**config.mk**
```make
export PLATFORM = sky130hd
export DESIGN_NAME = decode_stage_s
export DESIGN_NICKNAME = d
export VERILOG_FILES = /design/src/rtl/decode_stage_s.sv
export SDC_FILE = /design/constraint.sdc
export NUM_CORES = 1
export LEC_CHECK = 0
export BUFFER_PORTS_ARGS = -buffer_cell sky130_fd_sc_hd__buf_2
export CAP_MARGIN = 20
export CORE_UTILIZATION = 41
export DETAILED_ROUTE_END_ITERATION = 7
export MAX_ROUTING_LAYER = met4
export PLACE_DENSITY = 0.82
export SLEW_MARGIN = 20
export SYNTH_ARGS = -nofsm -noshare
export SYNTH_HDL_FRONTEND = slang
export SYNTH_SLANG_ARGS = --single-unit
```
**constraint.sdc**
```tcl
create_clock -name clk -period 1.7 [get_ports clk]
set_input_delay 0.255 -clock clk [delete_from_list [all_inputs] [get_ports clk]]
set_output_delay 0.255 -clock clk [all_outputs]
set_load 0.05 [all_outputs]
```
**src/rtl/decode_stage_s.sv**
```systemverilog
// ---------------------------------------------------------------------------
// decode_stage_s
//   RV32I instruction-decode stage between IF/ID and EX.
//   Decodes the instruction word and drives the register-file read addresses
//   combinationally. Operands, the sign-extended immediate and the control bits
//   are captured into a single ID/EX slot with a valid/ready handshake. A
//   load-use hazard inserts one bubble; flush kills the slot.
//
//   Optional feature macro: FORWARD_WB_EN
//     When defined, a same-cycle write-back to rs1/rs2 is bypassed into the
//     captured operand, so the register file may write and be read on the
//     same edge. When undefined, operands come straight from the register
//     file and a 1-cycle write-to-read gap is assumed.
//
// Ports
//   clk, rst_n                 clock, synchronous active-low reset
//   flush                      taken branch/jump in EX, kill the ID/EX slot
//   inValid / inReady          IF/ID handshake (instr, pc)
//   rs1, rs2                   register-file read addresses
//   readData1, readData2       register-file read data
//   wbWrite, wbRd, wbData      write-back port (used for the optional bypass)
//   outValid / outReady        ID/EX handshake
//   exPc, exData1, exData2, exImm, exRd, exOpcode, exFunct3, exFunct7b5
//   exRegWrite, exMemRead, exMemWrite, exBranch, exJump, exIllegal
// ---------------------------------------------------------------------------
module decode_stage_s #(
    parameter int DATA_WIDTH = 32,
    parameter int ADDR_WIDTH = 5
) (
    input  logic                  clk,
    input  logic                  rst_n,
    input  logic                  flush,
    input  logic                  inValid,
    output logic                  inReady,
    input  logic [31:0]           instr,
    input  logic [DATA_WIDTH-1:0] pc,
    output logic [ADDR_WIDTH-1:0] rs1,
    output logic [ADDR_WIDTH-1:0] rs2,
    input  logic [DATA_WIDTH-1:0] readData1,
    input  logic [DATA_WIDTH-1:0] readData2,
    input  logic                  wbWrite,
    input  logic [ADDR_WIDTH-1:0] wbRd,
    input  logic [DATA_WIDTH-1:0] wbData,
    output logic                  outValid,
    input  logic                  outReady,
    output logic [DATA_WIDTH-1:0] exPc,
    output logic [DATA_WIDTH-1:0] exData1,
    output logic [DATA_WIDTH-1:0] exData2,
    output logic [DATA_WIDTH-1:0] exImm,
    output logic [ADDR_WIDTH-1:0] exRd,
    output logic [6:0]            exOpcode,
    output logic [2:0]            exFunct3,
    output logic                  exFunct7b5,
    output logic                  exRegWrite,
    output logic                  exMemRead,
    output logic                  exMemWrite,
    output logic                  exBranch,
    output logic                  exJump,
    output logic                  exIllegal
);

    localparam logic [6:0] OP_R      = 7'b0110011;
    localparam logic [6:0] OP_I_ALU  = 7'b0010011;
    localparam logic [6:0] OP_LOAD   = 7'b0000011;
    localparam logic [6:0] OP_STORE  = 7'b0100011;
    localparam logic [6:0] OP_BRANCH = 7'b1100011;
    localparam logic [6:0] OP_LUI    = 7'b0110111;
    localparam logic [6:0] OP_AUIPC  = 7'b0010111;
    localparam logic [6:0] OP_JAL    = 7'b1101111;
    localparam logic [6:0] OP_JALR   = 7'b1100111;

    // ------------------------------------------------------------------
    // Instruction fields
    // ------------------------------------------------------------------
    logic [6:0]            opcode;
    logic [2:0]            funct3;
    logic [ADDR_WIDTH-1:0] rd;

    assign opcode = instr[6:0];
    assign funct3 = instr[14:12];
    assign rd     = ADDR_WIDTH'(instr[11:7]);
    assign rs1    = ADDR_WIDTH'(instr[19:15]);
    assign rs2    = ADDR_WIDTH'(instr[24:20]);

    // Raw immediates in each format, all sign-extended from instr[31].
    logic [31:0] imm_i;
    logic [31:0] imm_s;
    logic [31:0] imm_b;
    logic [31:0] imm_u;
    logic [31:0] imm_j;

    assign imm_i = {{20{instr[31]}}, instr[31:20]};
    assign imm_s = {{20{instr[31]}}, instr[31:25], instr[11:7]};
    assign imm_b = {{19{instr[31]}}, instr[31], instr[7], instr[30:25], instr[11:8], 1'b0};
    assign imm_u = {instr[31:12], 12'b0};
    assign imm_j = {{11{instr[31]}}, instr[31], instr[19:12], instr[20], instr[30:21], 1'b0};

    // ------------------------------------------------------------------
    // Decode
    // ------------------------------------------------------------------
    logic        use_rs1;
    logic        use_rs2;
    logic        dec_reg_write;
    logic        dec_mem_read;
    logic        dec_mem_write;
    logic        dec_branch;
    logic        dec_jump;
    logic        dec_illegal;
    logic [31:0] dec_imm;

    always_comb begin
        use_rs1       = 1'b0;
        use_rs2       = 1'b0;
        dec_reg_write = 1'b0;
        dec_mem_read  = 1'b0;
        dec_mem_write = 1'b0;
        dec_branch    = 1'b0;
        dec_jump      = 1'b0;
        dec_illegal   = 1'b0;
        dec_imm       = 32'b0;
        case (opcode)
            OP_R: begin
                use_rs1       = 1'b1;
                use_rs2       = 1'b1;
                dec_reg_write = 1'b1;
            end
            OP_I_ALU: begin
                use_rs1       = 1'b1;
                dec_reg_write = 1'b1;
                dec_imm       = imm_i;
            end
            OP_LOAD: begin
                use_rs1       = 1'b1;
                dec_reg_write = 1'b1;
                dec_mem_read  = 1'b1;
                dec_imm       = imm_i;
            end
            OP_STORE: begin
                use_rs1       = 1'b1;
                use_rs2       = 1'b1;
                dec_mem_write = 1'b1;
                dec_imm       = imm_s;
            end
            OP_BRANCH: begin
                use_rs1       = 1'b1;
                use_rs2       = 1'b1;
                dec_branch    = 1'b1;
                dec_imm       = imm_b;
            end
            OP_LUI, OP_AUIPC: begin
                dec_reg_write = 1'b1;
                dec_imm       = imm_u;
            end
            OP_JAL: begin
                dec_reg_write = 1'b1;
                dec_jump      = 1'b1;
                dec_imm       = imm_j;
            end
            OP_JALR: begin
                use_rs1       = 1'b1;
                dec_reg_write = 1'b1;
                dec_jump      = 1'b1;
                dec_imm       = imm_i;
            end
            default: begin
                dec_illegal   = 1'b1;
            end
        endcase
    end

    // A write to x0 is dropped entirely, and a non-writing instruction
    // carries rd=0, so the hazard compare below never matches on x0.
    logic                  eff_reg_write;
    logic [ADDR_WIDTH-1:0] eff_rd;

    assign eff_reg_write = dec_reg_write & (rd != '0);
    assign eff_rd        = eff_reg_write ? rd : '0;

    // ------------------------------------------------------------------
    // Operand selection
    // ------------------------------------------------------------------
    logic [DATA_WIDTH-1:0] op1;
    logic [DATA_WIDTH-1:0] op2;

`ifdef FORWARD_WB_EN
    logic fwd1;
    logic fwd2;

    assign fwd1 = wbWrite & (wbRd != '0) & (wbRd == rs1);
    assign fwd2 = wbWrite & (wbRd != '0) & (wbRd == rs2);
    assign op1  = fwd1 ? wbData : readData1;
    assign op2  = fwd2 ? wbData : readData2;
`else
    logic unused_wb;

    assign unused_wb = ^{wbWrite, wbRd, wbData};
    assign op1       = readData1;
    assign op2       = readData2;
`endif

    // ------------------------------------------------------------------
    // Handshake and hazard
    // ------------------------------------------------------------------
    logic hazard;
    logic slot_free;
    logic accept;

    // The load in the slot produces its data only after MEM, so a
    // consumer decoded now must wait one cycle behind it.
    assign hazard = outValid & exMemRead & (exRd != '0) &
                    ((use_rs1 & (exRd == rs1)) | (use_rs2 & (exRd == rs2)));

    assign slot_free = ~outValid | outReady;
    assign inReady   = rst_n & slot_free & ~hazard & ~flush;
    assign accept    = inValid & inReady;

    // ------------------------------------------------------------------
    // ID/EX slot
    // ------------------------------------------------------------------
    always_ff @(posedge clk) begin
        if (!rst_n) begin
            outValid   <= 1'b0;
            exPc       <= '0;
            exData1    <= '0;
            exData2    <= '0;
            exImm      <= '0;
            exRd       <= '0;
            exOpcode   <= '0;
            exFunct3   <= '0;
            exFunct7b5 <= 1'b0;
            exRegWrite <= 1'b0;
            exMemRead  <= 1'b0;
            exMemWrite <= 1'b0;
            exBranch   <= 1'b0;
            exJump     <= 1'b0;
            exIllegal  <= 1'b0;
        end else if (flush) begin
            outValid <= 1'b0;
        end else if (accept) begin
            outValid   <= 1'b1;
            exPc       <= pc;
            exData1    <= op1;
            exData2    <= op2;
            exImm      <= DATA_WIDTH'(signed'(dec_imm));
            exRd       <= eff_rd;
            exOpcode   <= opcode;
            exFunct3   <= funct3;
            exFunct7b5 <= instr[30];
            exRegWrite <= eff_reg_write;
            exMemRead  <= dec_mem_read;
            exMemWrite <= dec_mem_write;
            exBranch   <= dec_branch;
            exJump     <= dec_jump;
            exIllegal  <= dec_illegal;
        end else if (hazard && outReady) begin
            // Load leaves for EX; the consumer is taken next cycle.
            outValid <= 1'b0;
        end else if (outReady && !inValid) begin
            outValid <= 1'b0;
        end
    end

endmodule

```
==> flow_summary_export.csv, run 1 <==
group,metric,value,unit
hold_path,min_from,"readData1[11]",
cts,cts_root_buffer,"clkbuf_16",
detailed_routing,vias_per_cell,4.690,
worst_setup_path,r2r_end,"exImm[15]",
timing,max_freq,464.4,MHz
worst_setup_path,cp_cell_sequence,"or4_4, o221ai_4, and2_4, buf_8",
timing,period_needed,2153,ps
timing,setup_slack,-453.2,ps
global_routing,antenna_found_initial,1,
synthesis,synth_ff_type,"dfxtp_1",
layout,fillers,1370,
synthesis,synth-seq-cells,151,
layout,final_cell_mix,"292 x buf_2, 160 x nand2_1, 146 x dfxtp_1, 144 x mux2i_1, 107 x inv_1",
hold_path,hold-path-cell-count,3,
worst_setup_path,arrival,1900,ps
timing,setup_viol,152,
detailed_routing,drt_first_pass_iters,4,
placement,pre_cts_ws,-286.2,ps
run_status,outcome,"finished with violations",
worst_setup_path,cpPeakStageDelay,550,ps
layout,layout-area-overhead-vs-synth,44.96,%
worst_setup_path,r2r_start,"exRd[2]",
global_routing,grt.total_usage,0.2269,
timing,slew_violations,0,
worst_setup_path,cp_max_fo,4,
synthesis,syn-mean-instance-area,9.279,um^2
worst_setup_path,r2r_slack,-440,ps
synthesis,synth-edff-count,0,
synthesis,netlist_area,6598,um^2
cts,tritoncts,"yes",
synthesis,synthCells,711,
global_routing,grt_max_degree,89,
synthesis,yosysSeqAreaShare,0.4582,
global_routing,met2_usage,0.3898,
cts,cts_max_level,4,
hold_path,hold_class,"primary input to flip-flop",
detailed_routing,drt-initial-drc-count,225,
worst_setup_path,cp_num_buf_inv,1,
pwr,ir_worst_vdd,0.6017,mV
placement,io_buffer_count,294,
global_routing,overflow,0,
worst_setup_path,crit_path_start_kind,"flip-flop",
global_routing,first_global_vias,5753,
worst_setup_path,critPathSlowestCell,"or4_4",
hold_path,hold_path_end,"exData1[11]",
worst_setup_path,timing.critical_path.from,"exRd[2]",
synthesis,synthArstFlopShare,0,
detailed_routing,route.antenna.remaining_nets,0,
run,cap_violations,0,
cts,clockBufferDepth,2,
worst_setup_path,critical-path-top-delay-family,"simple AND/OR/NAND/NOR gates",
floorplanning,initial_core_util,0.4184,
layout,final_common_cell,"buf_2",
global_routing,grt_pass1_wl,27850,um
worst_setup_path,rr_worst_depth,8,
timing,timing.setup.tns,-51450,ps
global_routing,use_met1,0.2512,
global_routing,met3_usage,0.05613,
timing,tightest_slew,892.1,ps
floorplanning,core,15770,um^2
timing,whs,61.58,ps
cts,clk-insertion-delay-late,420,ps
cts,clock_sink_count,151,
placement,dp_hpwl,13400,um
floorplanning,die-area,16600,um^2
worst_setup_path,crit_path_end_kind,"output pin",
worst_setup_path,cp.required,1440,ps
layout,drive_gt1_frac,0.3966,
pwr,power_density,932.0,nW/um^2
synthesis,yosysWarnings,0,
timing,clock_skew,10.25,ps
synthesis,syn-num-nets,882,
layout,nets,1218,
placement,place.gp.congestion,0.9060,
timing,slew_headroom,0.4007,
detailed_routing,drc_errors,0,
floorplanning,die_w,128.9,um
worst_setup_path,worstSetupPathType,"flip-flop to output pin",
timing,finalHoldViolCount,0,
detailed_routing,routedWlPerCell,15.20,um
global_routing,grt-busiest-layer,"met2",
floorplanning,die_h,128.9,um
floorplanning,ioPinCount,333,
synthesis,yosys.cell_types.count,42,
detailed_routing,finalWirelength,19390,um
run_status,violations,"setup timing",
cts,cts_made_buffers,17,
floorplanning,std_cell_rows,46,
cts,clk_pin_slew,60,ps
detailed_routing,vias,5984,
timing,finalCritPeriodShare,1.267,
timing,rsz0062_at_grt,"yes",
pwr,p_leak,5.682,nW
power breakdown:
group / switching, W / internal, W
Sequential: 0.0000715 / 0.00369
Clock: 0.00150 / 0.00204
Combinational: 0.00106 / 0.000553
what timing repair did:
item | 4_1_cts | 5_1_grt
gates cloned | 5 | 12
endpoints found under the setup margin | 150 | 152
hold buffers | 0 | 0
pin swaps | 3 | 2
gates resized for setup | 10 | 18
buffers inserted | 2 | 5
worst register-to-register path, cell delays in order, from the launching register on:
cell and delay (ps):
dfxtp_4 360, or4_4 550, o221ai_4 230, buf_4 160
buf_12 130, nand2_8 120, buf_12 210, clkbuf_16 160
mux2i_1 110
routing by layer:
layer,wire length [um],share of wire,up-vias
met5,0,0,-
li1,-,-,2936
met3,1121,0.058,23
met2,9863,0.51,213
met1,8096,0.42,2812
met4,310,0.016,0
logic make-up after synthesis:
kind of cell,after synthesis,share of synthesized area
AO/OA/AOI/OAI,45,0.04684
XOR/XNOR,10,0.01328
buffers and inverters,157,0.1282
flip-flops,151,0.4582
multiplexers,149,0.2262
AND/OR/NAND/NOR,199,0.1273
sequential cells by signal (all words and copies together) (netlist names):
signal	count
exData1	32
exData2	32
exImm	32
exPc	32
exOpcode	7
exRd	5
exFunct3	3
exBranch	1
exFunct7b5	1
exIllegal	1
exJump	1
exMemRead	1
exMemWrite	1
exRegWrite	1
outValid	1
metrics by stage:
stage	cell area, um^2	power, W	instances	utilization
after floorplan	6631	0.004870	711	-
after global placement	8404	0.005297	1220	0.5329
after detailed placement	8404	0.005322	1220	0.5329
after CTS	9140	0.008909	1258	0.5796
after global routing	9564	0.009245	1276	0.6065
final	9564	0.008913	1276	0.6065
cells in the mapped netlist (2+ instances only):
library cell | n | area share
nand2_1 | 160 | 0.091
dfxtp_1 | 151 | 0.46
mux2i_1 | 148 | 0.22
inv_1 | 107 | 0.061
a21oi_1 | 29 | 0.022
clkbuf_1 | 21 | 0.012
buf_4 | 12 | 0.014
nand3_1 | 12 | 0.0091
buf_12 | 11 | 0.033
nor2_1 | 7 | 0.0040
xnor2_1 | 7 | 0.0093
a22oi_1 | 3 | 0.0034
and2_1 | 3 | 0.0028
and3_1 | 3 | 0.0028
nand4_1 | 3 | 0.0028
o21ai_0 | 3 | 0.0023
xor2_1 | 3 | 0.0040
buf_2 | 2 | 0.0015
buf_8 | 2 | 0.0046
nor3_1 | 2 | 0.0015
worst max-delay path by stage:
stage,to,depth (start not counted)
finish,inReady,4
CTS,inReady,4
global placement,exPc[12],8
detailed placement,exPc[6],8
global route,inReady,6
floorplan,exImm[1],6
layout make-up:
class	count	area, um^2	share of cell area
multi-input combinational	405	2838	0.2967
clock buffer	20	446.7	0.04670
antenna	1	2.502	0.0002616
inverter	108	405.4	0.04239
sequential	151	3042	0.3180
clock inverter	11	100.1	0.01047
tap	216	270.3	0.02826
timing repair buffer	364	2460	0.2572
No activity file was read; power rests on OpenSTA's default activity.
==> run 2, diff against run 1 <==
- CORE_ASPECT_RATIO: unset -> 2
- CORE_UTILIZATION: 41 -> 36
- PLACE_DENSITY: 0.82 -> 0.74
==> flow_summary_export.csv, run 2 (synthesis gave the netlist of run 1 again) <==
group,metric,value,unit
run_status,outcome,"finished with violations",
run_status,violations,"DRC, setup timing",
cts,clock_sink_count,151,
layout,finalNonFillerCells,1273,
pwr,seq_power_share,0.399,
pwr,p_leak,5.658,nW
detailed_routing,drt_first_pass_iters,6,
layout,nets,1218,
placement,dp_hpwl,14180,um
detailed_routing,drt-initial-drc-count,241,
worst_setup_path,cp_cell_sequence,"buf_12, or4_4, o221ai_4, buf_6, and2_4, buf_12",
detailed_routing,drc_errors,31,
pwr,ir_worst_vdd,0.6614,mV
pwr,power,0.009427,W
worst_setup_path,critPathSlowestCell,"or4_4",
detailed_routing,vias_per_cell,4.666,
timing,period_needed,2310,ps
global_routing,grt_pass1_wl,30540,um
pwr,swShare,0.2804,
layout,final_common_cell,"buf_2",
layout,design_area,9433,um^2
floorplanning,die_h,193.5,um
timing,finalHoldViolCount,0,
run,cap_violations,0,
worst_setup_path,cp_max_fo,4,
worst_setup_path,cpPeakStageDelay,520,ps
cts,cts_made_buffers,17,
placement,dp.cells,1226,
cts,clockBufferDepth,2,
layout,diodes,0,
global_routing,grt.total_usage,0.2160,
timing,clock_skew,8.616,ps
detailed_routing,routedWlPerCell,15.52,um
placement,dpl-instance-area,8458,um^2
cts,clk-insertion-delay-late,420,ps
cts,hold_buffers,0,
global_routing,overflow,0,
pwr,p_comb_frac,0.166,
layout,final_cell_mix,"292 x buf_2, 160 x nand2_1, 148 x mux2i_1, 146 x dfxtp_1, 107 x inv_1",
floorplanning,core,17870,um^2
pwr,p_switching,0.002643,W
timing,tightest_slew,573.2,ps
timing,slew_headroom,0.6178,
timing,setup_viol,152,
pwr,internal_power,0.006784,W
layout,drive_gt1_frac,0.3991,
timing,rsz0062_at_grt,"yes",
layout,layout-area-overhead-vs-synth,42.97,%
cts,cts_max_level,4,
floorplanning,die-area,18900,um^2
cts,tritoncts,"yes",
global_routing,grt_max_degree,89,
timing,max_freq,432.9,MHz
timing,setup_slack,-610.2,ps
pwr,power_density,999.4,nW/um^2
worst_setup_path,cp.required,1440,ps
hold_path,hold_class,"primary input to flip-flop",
global_routing,first_global_vias,6050,
global_routing,antenna_found_initial,0,
placement,io_buffer_count,294,
detailed_routing,finalWirelength,19760,um
detailed_routing,route.antenna.remaining_nets,0,
detailed_routing,vias,5940,
pwr,power_frac_clock,0.436,
floorplanning,std_cell_rows,69,
cts,cts_root_buffer,"clkbuf_16",
timing,slew_violations,0,
worst_setup_path,crit_path_start_kind,"flip-flop",
floorplanning,die_w,97.73,um
cts,clk_pin_slew,70,ps
placement,place.gp.congestion,0.9001,
worst_setup_path,arrival,2060,ps
layout,final_core_util,0.5278,
timing,finalCritPeriodShare,1.359,
timing,whs,62.70,ps
floorplanning,initial_core_util,0.3692,
worst_setup_path,worstSetupPathType,"flip-flop to output pin",
worst_setup_path,crit_path_frequent_cell,"buf_12",
worst_setup_path,crit_path_end_kind,"output pin",
floorplanning,ioPinCount,333,
run 2: critical path: cells and delay by family, from the launching register on:
kind            cells  cell delay [ps]
simple gates        2              670
buf+inv             3              390
flops               1              360
compound gates      1              210
run 2: per-stage QoR:
| step | setup TNS [ps] | setup WS [ps] |
|---|---|---|
| 2_1_floorplan | -16150 | -133.4 |
| 3_3_place_gp | -31650 | -240.3 |
| 3_5_place_dp | -38680 | -303.4 |
| 4_1_cts | -56670 | -617.6 |
| 5_1_grt | -64560 | -652.7 |
| 6_report | -57290 | -610.2 |
run 2: final cells by class:
| type | count | area, um^2 |
|---|---|---|
| inverters | 108 | 405.4 |
| clock inverters | 10 | 167.7 |
| multi-input cells | 405 | 2851 |
| clock buffers | 22 | 474.2 |
| well taps | 213 | 266.5 |
| fillers | 1641 | 8438 |
| repair buffers | 364 | 2226 |
| flip-flops and latches | 151 | 3042 |
run 2: power groups by stage:
stage / clock network, W / logic (W) / registers, W
2_1_floorplan: 0 / 0.000505 / 0.00437
3_3_place_gp: 0 / 0.00149 / 0.00383
3_5_place_dp: 0 / 0.00151 / 0.00383
4_1_cts: 0.00420 / 0.00156 / 0.00376
5_1_grt: 0.00434 / 0.00165 / 0.00377
6_report: 0.00411 / 0.00156 / 0.00376
run 2: repair_timing:
action	CTS	global route
setup endpoints to repair	151	152
gates resized for setup	10	4
pin swaps	11	5
gates cloned	6	0
setup buffers	6	4
run 2: final timing paths:
check,from,to,slack [ps],cells past startpoint
setup / recovery,exRd[1],inReady,-610,6
hold / removal,readData1[15],exData1[15],60,3
setup reg to reg,exRd[1],exData2[22],-480,7
hold reg to reg,exData1[15],exData1[15],450,2
run 2: metal layers:
| metal | vias up | GRT usage | wire (um) |
|---|---|---|---|
| met2 | 222 | 0.4029 | 11000 |
| met4 | 0 | 0.1201 | 847 |
| met5 | - | - | 0 |
| met1 | 2742 | 0.2083 | 7142 |
| met3 | 47 | 0.03288 | 764 |
| li1 | 2929 | - | - |
==> run 3, diff against run 2 <==
- BUFFER_PORTS_ARGS: -buffer_cell sky130_fd_sc_hd__buf_2 -> unset
- DONT_BUFFER_PORTS: unset -> 1
- PLACE_DENSITY: 0.74 -> 0.58
==> flow_summary_export.csv, run 3 (synthesis gave the netlist of run 1 again) <==
group,metric,value,unit
placement,place.gp.congestion,0.8021,
timing,setup_slack,-473.3,ps
global_routing,grt.total_usage,0.2295,
layout,drive_gt1_frac,0.1176,
worst_setup_path,crit_path_end_kind,"flip-flop",
timing,whs,21.22,ps
worst_setup_path,cp_max_fo,10,
detailed_routing,drt-initial-drc-count,261,
floorplanning,initial_core_util,0.3692,
worst_setup_path,r2r_end,"exData2[5]",
layout,diodes,0,
layout,layout-area-overhead-vs-synth,45.91,%
cts,clk_pin_slew,60,ps
cts,cts_max_level,4,
cts,clk-insertion-delay-late,420,ps
timing,finalHoldViolCount,0,
timing,max_freq,460.1,MHz
layout,ff_latch_area,3042,um^2
global_routing,grt_pass1_wl,32350,um
timing,slew_violations,0,
timing,slew_headroom,0.3821,
timing,finalCritPeriodShare,1.278,
floorplanning,ioPinCount,333,
floorplanning,die_w,97.73,um
run_status,outcome,"finished with violations",
detailed_routing,drc_errors,38,
global_routing,antenna_found_initial,0,
placement,io_buffer_count,0,
cts,clock_sink_count,151,
detailed_routing,finalWirelength,21390,um
detailed_routing,routedWlPerCell,18.91,um
global_routing,grt_max_degree,68,
worst_setup_path,timing.critical_path.from,"exRd[2]",
worst_setup_path,r2r_start,"exRd[2]",
cts,tritoncts,"yes",
global_routing,overflow,0,
hold_path,min_from,"instr[22]",
timing,setup_viol,151,
placement,dpl-instance-area,6734,um^2
placement,dp_hpwl,11530,um
timing,clock_skew,9.359,ps
detailed_routing,route.antenna.remaining_nets,0,
global_routing,first_global_vias,6095,
cts,cts_root_buffer,"clkbuf_16",
worst_setup_path,worstSetupPathType,"flip-flop to flip-flop",
layout,design_area,9627,um^2
worst_setup_path,r2r_slack,-470,ps
pwr,p_leak,4.799,nW
hold_path,hold-path-cell-count,2,
worst_setup_path,arrival,2470,ps
layout,final_cell_mix,"173 x dlygate4sd3_1, 160 x nand2_1, 146 x mux2i_1, 146 x dfxtp_1, 107 x inv_1",
layout,fillers,1527,
cts,cts_made_buffers,17,
worst_setup_path,crit_path_start_kind,"flip-flop",
cts,clockBufferDepth,2,
detailed_routing,vias,5642,
hold_path,hold_path_end,"exImm[22]",
run_status,violations,"DRC, setup timing",
timing,period_needed,2173,ps
floorplanning,die_h,193.5,um
detailed_routing,drt_first_pass_iters,8,
floorplanning,core,17870,um^2
layout,multi_input_area,2845,um^2
detailed_routing,vias_per_cell,4.989,
floorplanning,std_cell_rows,69,
layout,nets,1076,
pwr,power_density,938.1,nW/um^2
worst_setup_path,rr_worst_depth,7,
hold_path,hold_class,"primary input to flip-flop",
timing,tightest_slew,919.7,ps
timing,timing.setup.tns,-45770,ps
worst_setup_path,cp.required,2000,ps
timing,rsz0062_at_grt,"yes",
pwr,ir_worst_vdd,0.5625,mV
layout,final_core_util,0.5387,
run,cap_violations,0,
layout,final_common_cell,"dlygate4sd3_1",
floorplanning,die-area,18900,um^2
[run 3: cell types whose count changed in the layout (fill, tap and decap cells not counted), sizes merged, moves of 2 or more]
cell	before	now
clkinv	3	9
buf	360	44
clkbuf	22	27
bufinv	4	1
dlygate4sd3	0	173
clkinvlp	2	0
bufbuf	4	0
[run 3: final cells by class]
cell class | instances | area share
sequential | 151 | 0.3160
multi-input combinational | 405 | 0.2956
timing repair buffer | 222 | 0.2557
clock buffer | 22 | 0.05368
inverter | 108 | 0.04211
tap | 213 | 0.02768
clock inverter | 10 | 0.009358
[run 3: worst max-delay path: stages, from the launching register on]
cell and delay (ps):
dfxtp_4 360, or4_4 540, o221ai_4 200, buf_4 240, nand2_8 130, buf_4 220, buf_16 150, mux2i_4 190
[run 3: per-stage QoR]
stage / power, W / instances / worst slack [ps]
2_1_floorplan: 0.004870 / 711 / -133.4
3_3_place_gp: 0.004820 / 904 / -190.3
3_5_place_dp: 0.004832 / 904 / -211.5
4_1_cts: 0.009079 / 1121 / -507.9
5_1_grt: 0.009361 / 1131 / -525.0
6_report: 0.009031 / 1131 / -473.3
[run 3: report_power, final]
part	switching, W	leakage [nW]	internal, W
Combinational	0.000377	3.26	0.000501
Clock	0.00154	0.306	0.00230
Sequential	0.000628	1.24	0.00368
[run 3: how the worst max path moves through the flow]
stage | end | cells past startpoint
after floorplan | exImm[1] | 6
after global placement | exData1[11] | 7
after detailed placement | exImm[7] | 7
after CTS | inReady | 4
after global routing | inReady | 4
final | exData2[5] | 7
[run 3: timing repair]
item | CTS | global route
hold buffers | 174 | 0
hold endpoints to repair | 146 | 0
pin swaps | 2 | 4
cloned | 7 | 6
resized for setup | 14 | 15
setup buffers | 4 | 5
setup endpoints to repair | 151 | 152
[run 3: routing by layer]
metal,share of wire,routed length [um],track usage,up-vias
li1,-,-,-,2650
met1,0.35,7433,0.2094,2661
met2,0.54,11500,0.4182,255
met3,0.063,1353,0.05925,76
met4,0.051,1100,0.1409,0
met5,0,0,-,-
